<file path="src/rtl/sm_tdm_send_mc.sv">
// Multi-channel TDM send monitor: per-channel size-header tracking, pending event slots,
// a round-robin arbiter and a shared event FIFO. Optional SM_TDM_SEND_MC_STATS_EN adds pkt_cnt.
module sm_tdm_send_mc #(
  parameter int NUM_CHANNELS      = 4,
  parameter int MAX_LEN           = 8,
  parameter int NUM_TDM_ENDPOINTS = 4,
  parameter int FIFO_DEPTH        = 4,
  localparam int LW = $clog2(MAX_LEN + 1),
  localparam int EW = (NUM_TDM_ENDPOINTS > 1) ? $clog2(NUM_TDM_ENDPOINTS) : 1,
  localparam int CW = (NUM_CHANNELS > 1) ? $clog2(NUM_CHANNELS) : 1
) (
  input  logic                       clk,
  input  logic                       rst_n,
  input  logic [NUM_CHANNELS-1:0]    enable,
  input  logic [32*NUM_CHANNELS-1:0] data,
  input  logic [EW*NUM_CHANNELS-1:0] ep,
  output logic                       evt_valid,
  input  logic                       evt_ready,
  output logic [CW-1:0]              evt_chan,
  output logic [EW-1:0]              evt_dest,
  output logic [LW-1:0]              evt_len,
  output logic [NUM_CHANNELS-1:0]    err_len,
  output logic [NUM_CHANNELS-1:0]    err_drop,
  input  logic                       err_clr
`ifdef SM_TDM_SEND_MC_STATS_EN
  ,
  output logic [16*NUM_CHANNELS-1:0] pkt_cnt
`endif
);

  localparam int unsigned NC = NUM_CHANNELS;
  localparam int AW = (FIFO_DEPTH > 1) ? $clog2(FIFO_DEPTH) : 1;

  typedef enum logic {ST_SIZE, ST_DRAIN} state_e;

  state_e        state_q [NUM_CHANNELS];
  state_e        state_d [NUM_CHANNELS];
  logic [LW-1:0] rem_q   [NUM_CHANNELS];
  logic [LW-1:0] rem_d   [NUM_CHANNELS];
  logic [LW-1:0] size_w  [NUM_CHANNELS];

  logic [NUM_CHANNELS-1:0] hdr_ok;
  logic [NUM_CHANNELS-1:0] hdr_bad;
  logic [NUM_CHANNELS-1:0] drop_set;

  logic [NUM_CHANNELS-1:0] slot_full_q;
  logic [EW-1:0]           slot_ep_q  [NUM_CHANNELS];
  logic [LW-1:0]           slot_len_q [NUM_CHANNELS];

  logic [CW-1:0]           rr_ptr_q;
  logic [CW-1:0]           gnt_idx;
  logic [CW-1:0]           rr_cand;
  int unsigned             rr_idx;
  logic                    gnt_any;
  logic [NUM_CHANNELS-1:0] gnt;

  logic [CW-1:0] fifo_chan [FIFO_DEPTH];
  logic [EW-1:0] fifo_dest [FIFO_DEPTH];
  logic [LW-1:0] fifo_len  [FIFO_DEPTH];
  logic [AW-1:0] wr_ptr_q;
  logic [AW-1:0] rd_ptr_q;
  logic [AW:0]   count_q;
  logic          fifo_full;
  logic          fifo_room;
  logic          push;
  logic          pop;

  logic [NUM_CHANNELS-1:0] err_len_q;
  logic [NUM_CHANNELS-1:0] err_drop_q;

  // Per-channel header/drain FSM.
  always_comb begin
    hdr_ok  = '0;
    hdr_bad = '0;
    for (int unsigned c = 0; c < NC; c++) begin
      size_w[c]  = data[32*c +: LW];
      state_d[c] = state_q[c];
      rem_d[c]   = rem_q[c];
      if (enable[c]) begin
        case (state_q[c])
          ST_SIZE: begin
            if (size_w[c] != '0 && size_w[c] <= LW'(MAX_LEN)) begin
              hdr_ok[c]  = 1'b1;
              rem_d[c]   = size_w[c];
              state_d[c] = ST_DRAIN;
            end else begin
              hdr_bad[c] = 1'b1;
            end
          end
          ST_DRAIN: begin
            if (rem_q[c] <= LW'(1)) begin
              rem_d[c]   = '0;
              state_d[c] = ST_SIZE;
            end else begin
              rem_d[c] = rem_q[c] - LW'(1);
            end
          end
          default: state_d[c] = ST_SIZE;
        endcase
      end
    end
  end

  always_ff @(posedge clk or negedge rst_n) begin
    if (!rst_n) begin
      for (int unsigned c = 0; c < NC; c++) begin
        state_q[c] <= ST_SIZE;
        rem_q[c]   <= '0;
      end
    end else begin
      for (int unsigned c = 0; c < NC; c++) begin
        state_q[c] <= state_d[c];
        rem_q[c]   <= rem_d[c];
      end
    end
  end

  // Round-robin search starting at rr_ptr_q over the occupied slots.
  always_comb begin
    gnt_idx = '0;
    gnt_any = 1'b0;
    gnt     = '0;
    rr_idx  = 0;
    rr_cand = '0;
    if (fifo_room) begin
      for (int unsigned i = 0; i < NC; i++) begin
        rr_idx = 32'(rr_ptr_q) + i;
        if (rr_idx >= NC) rr_idx = rr_idx - NC;
        rr_cand = CW'(rr_idx);
        if (!gnt_any && slot_full_q[rr_cand]) begin
          gnt_any = 1'b1;
          gnt_idx = rr_cand;
        end
      end
    end
    if (gnt_any) gnt[gnt_idx] = 1'b1;
  end

  always_comb begin
    drop_set = '0;
    for (int unsigned c = 0; c < NC; c++) begin
      drop_set[c] = hdr_ok[c] && slot_full_q[c] && !gnt[c];
    end
  end

  // A slot being granted this cycle is free to take a new header in the same cycle.
  always_ff @(posedge clk or negedge rst_n) begin
    if (!rst_n) begin
      slot_full_q <= '0;
      rr_ptr_q    <= '0;
      for (int unsigned c = 0; c < NC; c++) begin
        slot_ep_q[c]  <= '0;
        slot_len_q[c] <= '0;
      end
    end else begin
      for (int unsigned c = 0; c < NC; c++) begin
        if (hdr_ok[c] && (!slot_full_q[c] || gnt[c])) begin
          slot_full_q[c] <= 1'b1;
          slot_ep_q[c]   <= ep[EW*c +: EW];
          slot_len_q[c]  <= size_w[c];
        end else if (gnt[c]) begin
          slot_full_q[c] <= 1'b0;
        end
      end
      if (gnt_any) begin
        rr_ptr_q <= (gnt_idx == CW'(NC - 1)) ? '0 : gnt_idx + CW'(1);
      end
    end
  end

  // A full FIFO still accepts a grant when its head is popped in the same cycle.
  assign fifo_full = (count_q == (AW+1)'(FIFO_DEPTH));
  assign evt_valid = (count_q != '0);
  assign pop       = evt_valid && evt_ready;
  assign fifo_room = !fifo_full || pop;
  assign push      = gnt_any;

  always_ff @(posedge clk or negedge rst_n) begin
    if (!rst_n) begin
      wr_ptr_q <= '0;
      rd_ptr_q <= '0;
      count_q  <= '0;
      for (int unsigned i = 0; i < FIFO_DEPTH; i++) begin
        fifo_chan[i] <= '0;
        fifo_dest[i] <= '0;
        fifo_len[i]  <= '0;
      end
    end else begin
      if (push) begin
        fifo_chan[wr_ptr_q] <= gnt_idx;
        fifo_dest[wr_ptr_q] <= slot_ep_q[gnt_idx];
        fifo_len[wr_ptr_q]  <= slot_len_q[gnt_idx];
        wr_ptr_q            <= wr_ptr_q + AW'(1);
      end
      if (pop) rd_ptr_q <= rd_ptr_q + AW'(1);
      case ({push, pop})
        2'b10:   count_q <= count_q + (AW+1)'(1);
        2'b01:   count_q <= count_q - (AW+1)'(1);
        default: count_q <= count_q;
      endcase
    end
  end

  assign evt_chan = evt_valid ? fifo_chan[rd_ptr_q] : '0;
  assign evt_dest = evt_valid ? fifo_dest[rd_ptr_q] : '0;
  assign evt_len  = evt_valid ? fifo_len[rd_ptr_q]  : '0;

  always_ff @(posedge clk or negedge rst_n) begin
    if (!rst_n) begin
      err_len_q  <= '0;
      err_drop_q <= '0;
    end else begin
      err_len_q  <= (err_clr ? '0 : err_len_q)  | hdr_bad;
      err_drop_q <= (err_clr ? '0 : err_drop_q) | drop_set;
    end
  end

  assign err_len  = err_len_q;
  assign err_drop = err_drop_q;

`ifdef SM_TDM_SEND_MC_STATS_EN
  logic [NUM_CHANNELS-1:0][15:0] pkt_cnt_q;

  always_ff @(posedge clk or negedge rst_n) begin
    if (!rst_n) begin
      pkt_cnt_q <= '0;
    end else begin
      for (int unsigned c = 0; c < NC; c++) begin
        if (err_clr) begin
          pkt_cnt_q[c] <= hdr_ok[c] ? 16'd1 : 16'd0;
        end else if (hdr_ok[c] && pkt_cnt_q[c] != '1) begin
          pkt_cnt_q[c] <= pkt_cnt_q[c] + 16'd1;
        end
      end
    end
  end

  assign pkt_cnt = pkt_cnt_q;
`endif

endmodule

</file>
<file path="config.mk">
export PLATFORM = sky130hd
export DESIGN_NAME = sm_tdm_send_mc
export DESIGN_NICKNAME = d
export VERILOG_FILES = /design/src/rtl/sm_tdm_send_mc.sv
export SDC_FILE = /design/constraint.sdc
export NUM_CORES = 1
export LEC_CHECK = 0
export CAP_MARGIN = 0
export CORE_UTILIZATION = 51
export CTS_BUF_LIST = sky130_fd_sc_hd__clkbuf_16
export DETAILED_ROUTE_END_ITERATION = 16
export PLACE_DENSITY = 0.95
export REMOVE_ABC_BUFFERS = 1
export SYNTH_ARGS = -nofsm -noshare
export SYNTH_HDL_FRONTEND = slang
export SYNTH_SLANG_ARGS = --single-unit
</file>
<file path="constraint.sdc">
create_clock -name clk -period 7.2 [get_ports clk]
set_input_delay 1.08 -clock clk [delete_from_list [all_inputs] [get_ports clk]]
set_output_delay 1.08 -clock clk [all_outputs]
set_load 0.01 [all_outputs]
</file>
### Yosys cells after proc, flatten, opt, wreduce, memory -nomap -nowiden

Cells that the tools add are included.

* bitwise operators: 9
* reduce and logical (&&, ||, !) cells: 53
* divide/modulo/power cells: 0
* add/sub/neg operators: 16
* muxes and demuxes: 113
* magnitude comparators: 22
* equality and inequality tests: 8
* shift-type cells: 0
* $mul: 0

Operator list (number)
* $mux 4: 17
* $mux 1: 49
* $mux 2: 23
* $pmux 4 s2: 4
* $logic_and 1x1->1: 22
* $ge 3x3->1 const B: 6
* $bmux 4 s2: 2
* $bwmux 16: 1
* $bwmux 8: 2
* $le 4x1->1 const B: 4
* $le 4x4->1 const B: 4
* $reduce_bool 4->1: 4
* $sub 4x1->4 const B: 4
* $lt 2x3->1 const B: 5
* $bmux 2 s2: 3
* $logic_not 1->1: 12
* $reduce_bool 2->1: 5
* $not 2->3: 3
* $bmux 1 s2: 4
* $demux 4 s2: 1
* $ne 2x2->1 const B: 4
* $or 4x4->4: 2
* $pmux 1 s2: 4
* $reduce_and 2->1: 4
* other kinds (18): 32

* register bits: 97
* bits in read-only memories: 0
* memory bits (writable): 0
* bits in latches: 0
* output and inout bits: 17
* input port bits: 144
* memories: 0

### Depth between registers and ports, before layout

* depth in word-level cells: 28
* gate-level depth with buffers: 12
* depth with buffers taken out: 9

### Worst setup path before layout

No wires, ideal clock.

* path type: input-to-reg
* start point: in evt_ready
* end point: reg count_q[2]
* path buffers: 2
* arrival: 3.034 ns
* stages: 11
* slack: 4.086 ns
* cells stage by stage: or4b_1 > buf_2 > and2_1 > clkbuf_1 > inv_1 > ha_1 > inv_1 > fa_1 > xor2_1 > nor2_1 > xor2_1

* longest elaborated chain between the ends: 5

Ends and longest elaborated chain
* from (decl): line 18 `input logic evt_ready,`
* $logic_and 1x1->1 *: line 174 `assign pop = evt_valid && evt_ready;`
* $logic_or 1x1->1: line 175 `assign fifo_room = !fifo_full || pop;`
* $mux 1: line 125 `if (fifo_room) begin`
* $eq 2x1->1 or $eq 2x2->1 (tied branches): line 196 `case ({push, pop})`
* $pmux 3 s2 or $reduce_bool 2->1 (tied branches)
* to (signal assigned): line 197 `2'b10: count_q <= count_q + (AW+1)'(1);`
* to (signal assigned): line 198 `2'b01: count_q <= count_q - (AW+1)'(1);`
* to (signal assigned): line 199 `default: count_q <= count_q;`
* to (decl): line 62 `logic [AW:0] count_q;`

Mark *: on every way between the ends. The rest lies on a longest branch, timed or not.
A chain may end at the register's enable or synchronous reset.

### Worst setup path after layout

Same ends and word-level chain as after synthesis.

==> impl_metrics.json <==
{
  "cts_max_path_buffers": 2,
  "num_io_pins": 161,
  "vias": 4361,
  "period_needed_ps": 3704,
  "path_max_fanout": 20,
  "clock_latency_ps": 340,
  "cts-buffers-inserted": 9,
  "switching_share": 0.4304,
  "netlist_area_um2": 5356,
  "syn_inst": 525,
  "timing.fmax_mhz": 270.0,
  "syn2layout_area_growth_pct": 13.88,
  "layout_common_cells": "97 x dfrtp_1, 47 x clkdlybuf4s50_1, 45 x nand2_1",
  "hold_class": "reg2reg",
  "clockPowerShare": 0.134,
  "path_clk_slew_ps": 60,
  "vias_per_cell": 6.212,
  "fin_ws_ps": 3496,
  "overflow": 0,
  "diodes": 0,
  "combPwrFrac": 0.513,
  "fp-row-count": 37,
  "holdWs_ps": 480.8,
  "fin_setup_tns_ps": 0,
  "dr.pass1.iters": 5,
  "synth.avg_cell_area_um2": 10.20,
  "cap_violations": 0,
  "switchingPower_uw": 1351,
  "status": "finished, final reports clean",
  "cp-start-kind": "input pin",
  "final_nets": 720,
  "hold_buffers": 0,
  "antenna_found_initial": 0,
  "seq_power_share": 0.353,
  "slew_violations": 0,
  "cts_root_buf": "clkbuf_16",
  "place_ws_ps": 3230,
  "wl_per_cell_um": 18.25,
  "cts.repair.resized": 0,
  "die_w_um": 104.5,
  "die_h_um": 104.5,
  "portBuffers": 48,
  "final_core_util": 0.5962,
  "grt_pass1_vias": 4356,
  "cp.arrival_ps": 3970,
  "cts_sinks": 97,
  "routed_wl_mm": 12.81,
  "end_kind": "register",
  "p_int_uw": 1787,
  "postCtsSetupBuffers": 0,
  "crit_required_ps": 7460,
  "p_per_area_nw_per_um2": 514.5,
  "ys_seq_elements": 97,
  "slew_headroom": 0.3255,
  "ctsHtreeMaxLevel": 3,
  "globalplace.congestion": 0.8588,
  "start_util": 0.5235,
  "worst_pin_slew_ps": 997.7,
  "grt_pass1_wl_mm": 20.84,
  "mostFrequentLayoutCell": "dfrtp_1",
  "rsz0062_at_grt": "no",
  "synth-edff-count": 0,
  "drc": 0,
  "grt_use_total": 0.2417,
  "crit_type": "in2reg",
  "skew_ps": 7.303,
  "hold_violations": 0,
  "postSynth.asyncResetShare": 1.000,
  "dr.first_iter.drc_count": 460,
  "cts_tree": "built",
  "drive_above_1_share": 0.1131,
  "coreArea_um2": 10230,
  "dp_hpwl_mm": 9.098,
  "worst_ir_drop_vdd_mv": 0.2417,
  "yosys_warnings": 0,
  "fin_crit_sh": 0.5145,
  "ys_seq_area_frac": 0.4532,
  "p_leak_uw": 0.002750,
  "ant_nets": 0,
  "setup-violations-final": 0,
  "synthFlopType": "dfrtp_1",
  "die-area_um2": 10920,
  "synth_cell_types": 63,
  "grt_max_degree": 71
}
cells by family (layout without fill, tap and decap cells):
| family | Yosys count | in the layout | share of synthesized area |
|---|---|---|---|
| flip-flops | 97 | 97 | 0.4532 |
| AO/OA/AOI/OAI | 131 | 131 | 0.1752 |
| AND/OR/NAND/NOR | 174 | 174 | 0.1614 |
| multiplexers | 38 | 38 | 0.09998 |
| adder cells (fa/ha/maj) | 15 | 15 | 0.03644 |
| buffers and inverters | 60 | 101 | 0.05746 |
| XOR/XNOR | 10 | 10 | 0.01635 |
layout make-up:
class / instances / area [um^2]
Clock buffer: 9 / 225.2
Inverter: 35 / 131.4
Multi-Input combinational cell: 368 / 2621
Tap cell: 136 / 170.2
Fill cell: 809 / 4131
Timing Repair Buffer: 50 / 493.0
Sequential cell: 97 / 2427
Clock inverter: 7 / 31.28
cell usage after synthesis (3+ instances only):
| master | count | area (um^2) |
|---|---|---|
| clkbuf_1 | 8 | 30.03 |
| buf_6 | 10 | 112.6 |
| nor2_1 | 35 | 131.4 |
| o221ai_1 | 3 | 26.28 |
| a211o_1 | 20 | 175.2 |
| a21oi_2 | 5 | 43.79 |
| o31ai_1 | 5 | 37.54 |
| mux2_4 | 6 | 90.09 |
| nor3_1 | 41 | 205.2 |
| ha_1 | 14 | 175.2 |
| mux4_2 | 8 | 180.2 |
| nand2_1 | 45 | 168.9 |
| o21a_1 | 6 | 45.04 |
| o22ai_1 | 5 | 31.28 |
| a22o_1 | 4 | 35.03 |
| a211oi_2 | 5 | 62.56 |
| o32ai_1 | 5 | 43.79 |
| xor2_1 | 4 | 35.03 |
| nand3b_1 | 3 | 22.52 |
| xnor2_1 | 6 | 52.55 |
| inv_1 | 34 | 127.6 |
| mux2_2 | 19 | 214.0 |
| and3_1 | 6 | 37.54 |
| nand3_1 | 11 | 55.05 |
| mux2i_1 | 4 | 40.04 |
| nor2b_1 | 3 | 18.77 |
| a21o_1 | 4 | 30.03 |
| dfrtp_1 | 97 | 2427 |
| a21oi_1 | 26 | 130.1 |
| o21ai_0 | 27 | 135.1 |
| and2_1 | 11 | 68.82 |
| nand2b_1 | 3 | 18.77 |
| buf_2 | 6 | 30.03 |
flip-flops by register name, indices dropped and copies added (netlist names):
register     cells
fifo_len        16
rem_q           16
slot_len_q      16
fifo_chan        8
fifo_dest        8
slot_ep_q        8
err_drop         4
err_len          4
slot_full_q      4
state_q          4
count_q          3
rd_ptr_q         2
rr_ptr_q         2
wr_ptr_q         2
layer usage:
metal  vias up  track usage  routed length (um)
met2       234       0.4262                6565
met5         -            0                   0
met1      2122       0.2942                5053
met3        36      0.04511                 926
met4         0      0.08673                 262
li1       1969            -                   -
worst max-delay path: stages:
cell	delay, ps
clkdlybuf4s50_1	460
or4b_1	820
and2_1	350
inv_1	150
ha_1	220
inv_1	80
fa_1	380
xor2_1	150
nor2_1	110
xor2_1	170
through the flow:
| step | instances | area, um^2 | power (uW) |
|---|---|---|---|
| after floorplan | 500 | 5180 | 2151 |
| after global placement | 686 | 5843 | 2540 |
| after detailed placement | 686 | 5843 | 2667 |
| after CTS | 702 | 6100 | 3109 |
| after global routing | 702 | 6100 | 3339 |
| final | 702 | 6100 | 3138 |
power groups by stage:
stage,logic [uW],registers [uW],clock network [uW]
floorplan,1130,1020,0
global placement,1470,1070,0
detailed placement,1570,1100,0
CTS,1590,1090,426
global route,1750,1140,449
finish,1610,1110,421
worst paths after layout:
kind                                                from                         end  slack, ps  cells after the start
worst max-delay path                           evt_ready      count_q[2]$_DFFE_PN0P_       3500                     10
worst min-delay path            fifo_chan[1]$_DFFE_PN0P_    fifo_chan[1]$_DFFE_PN0P_        480                      2
worst max register to register    count_q[1]$_DFFE_PN0P_      count_q[2]$_DFFE_PN0P_       4210                      9
worst min register to register  fifo_chan[1]$_DFFE_PN0P_    fifo_chan[1]$_DFFE_PN0P_        480                      2
max in group asynchronous                          rst_n  slot_len_q[12]$_DFFE_PN0P_       5380                      2
min in group asynchronous                          rst_n    fifo_dest[5]$_DFFE_PN0P_        650                      1
No activity file was read; power rests on OpenSTA's default activity.
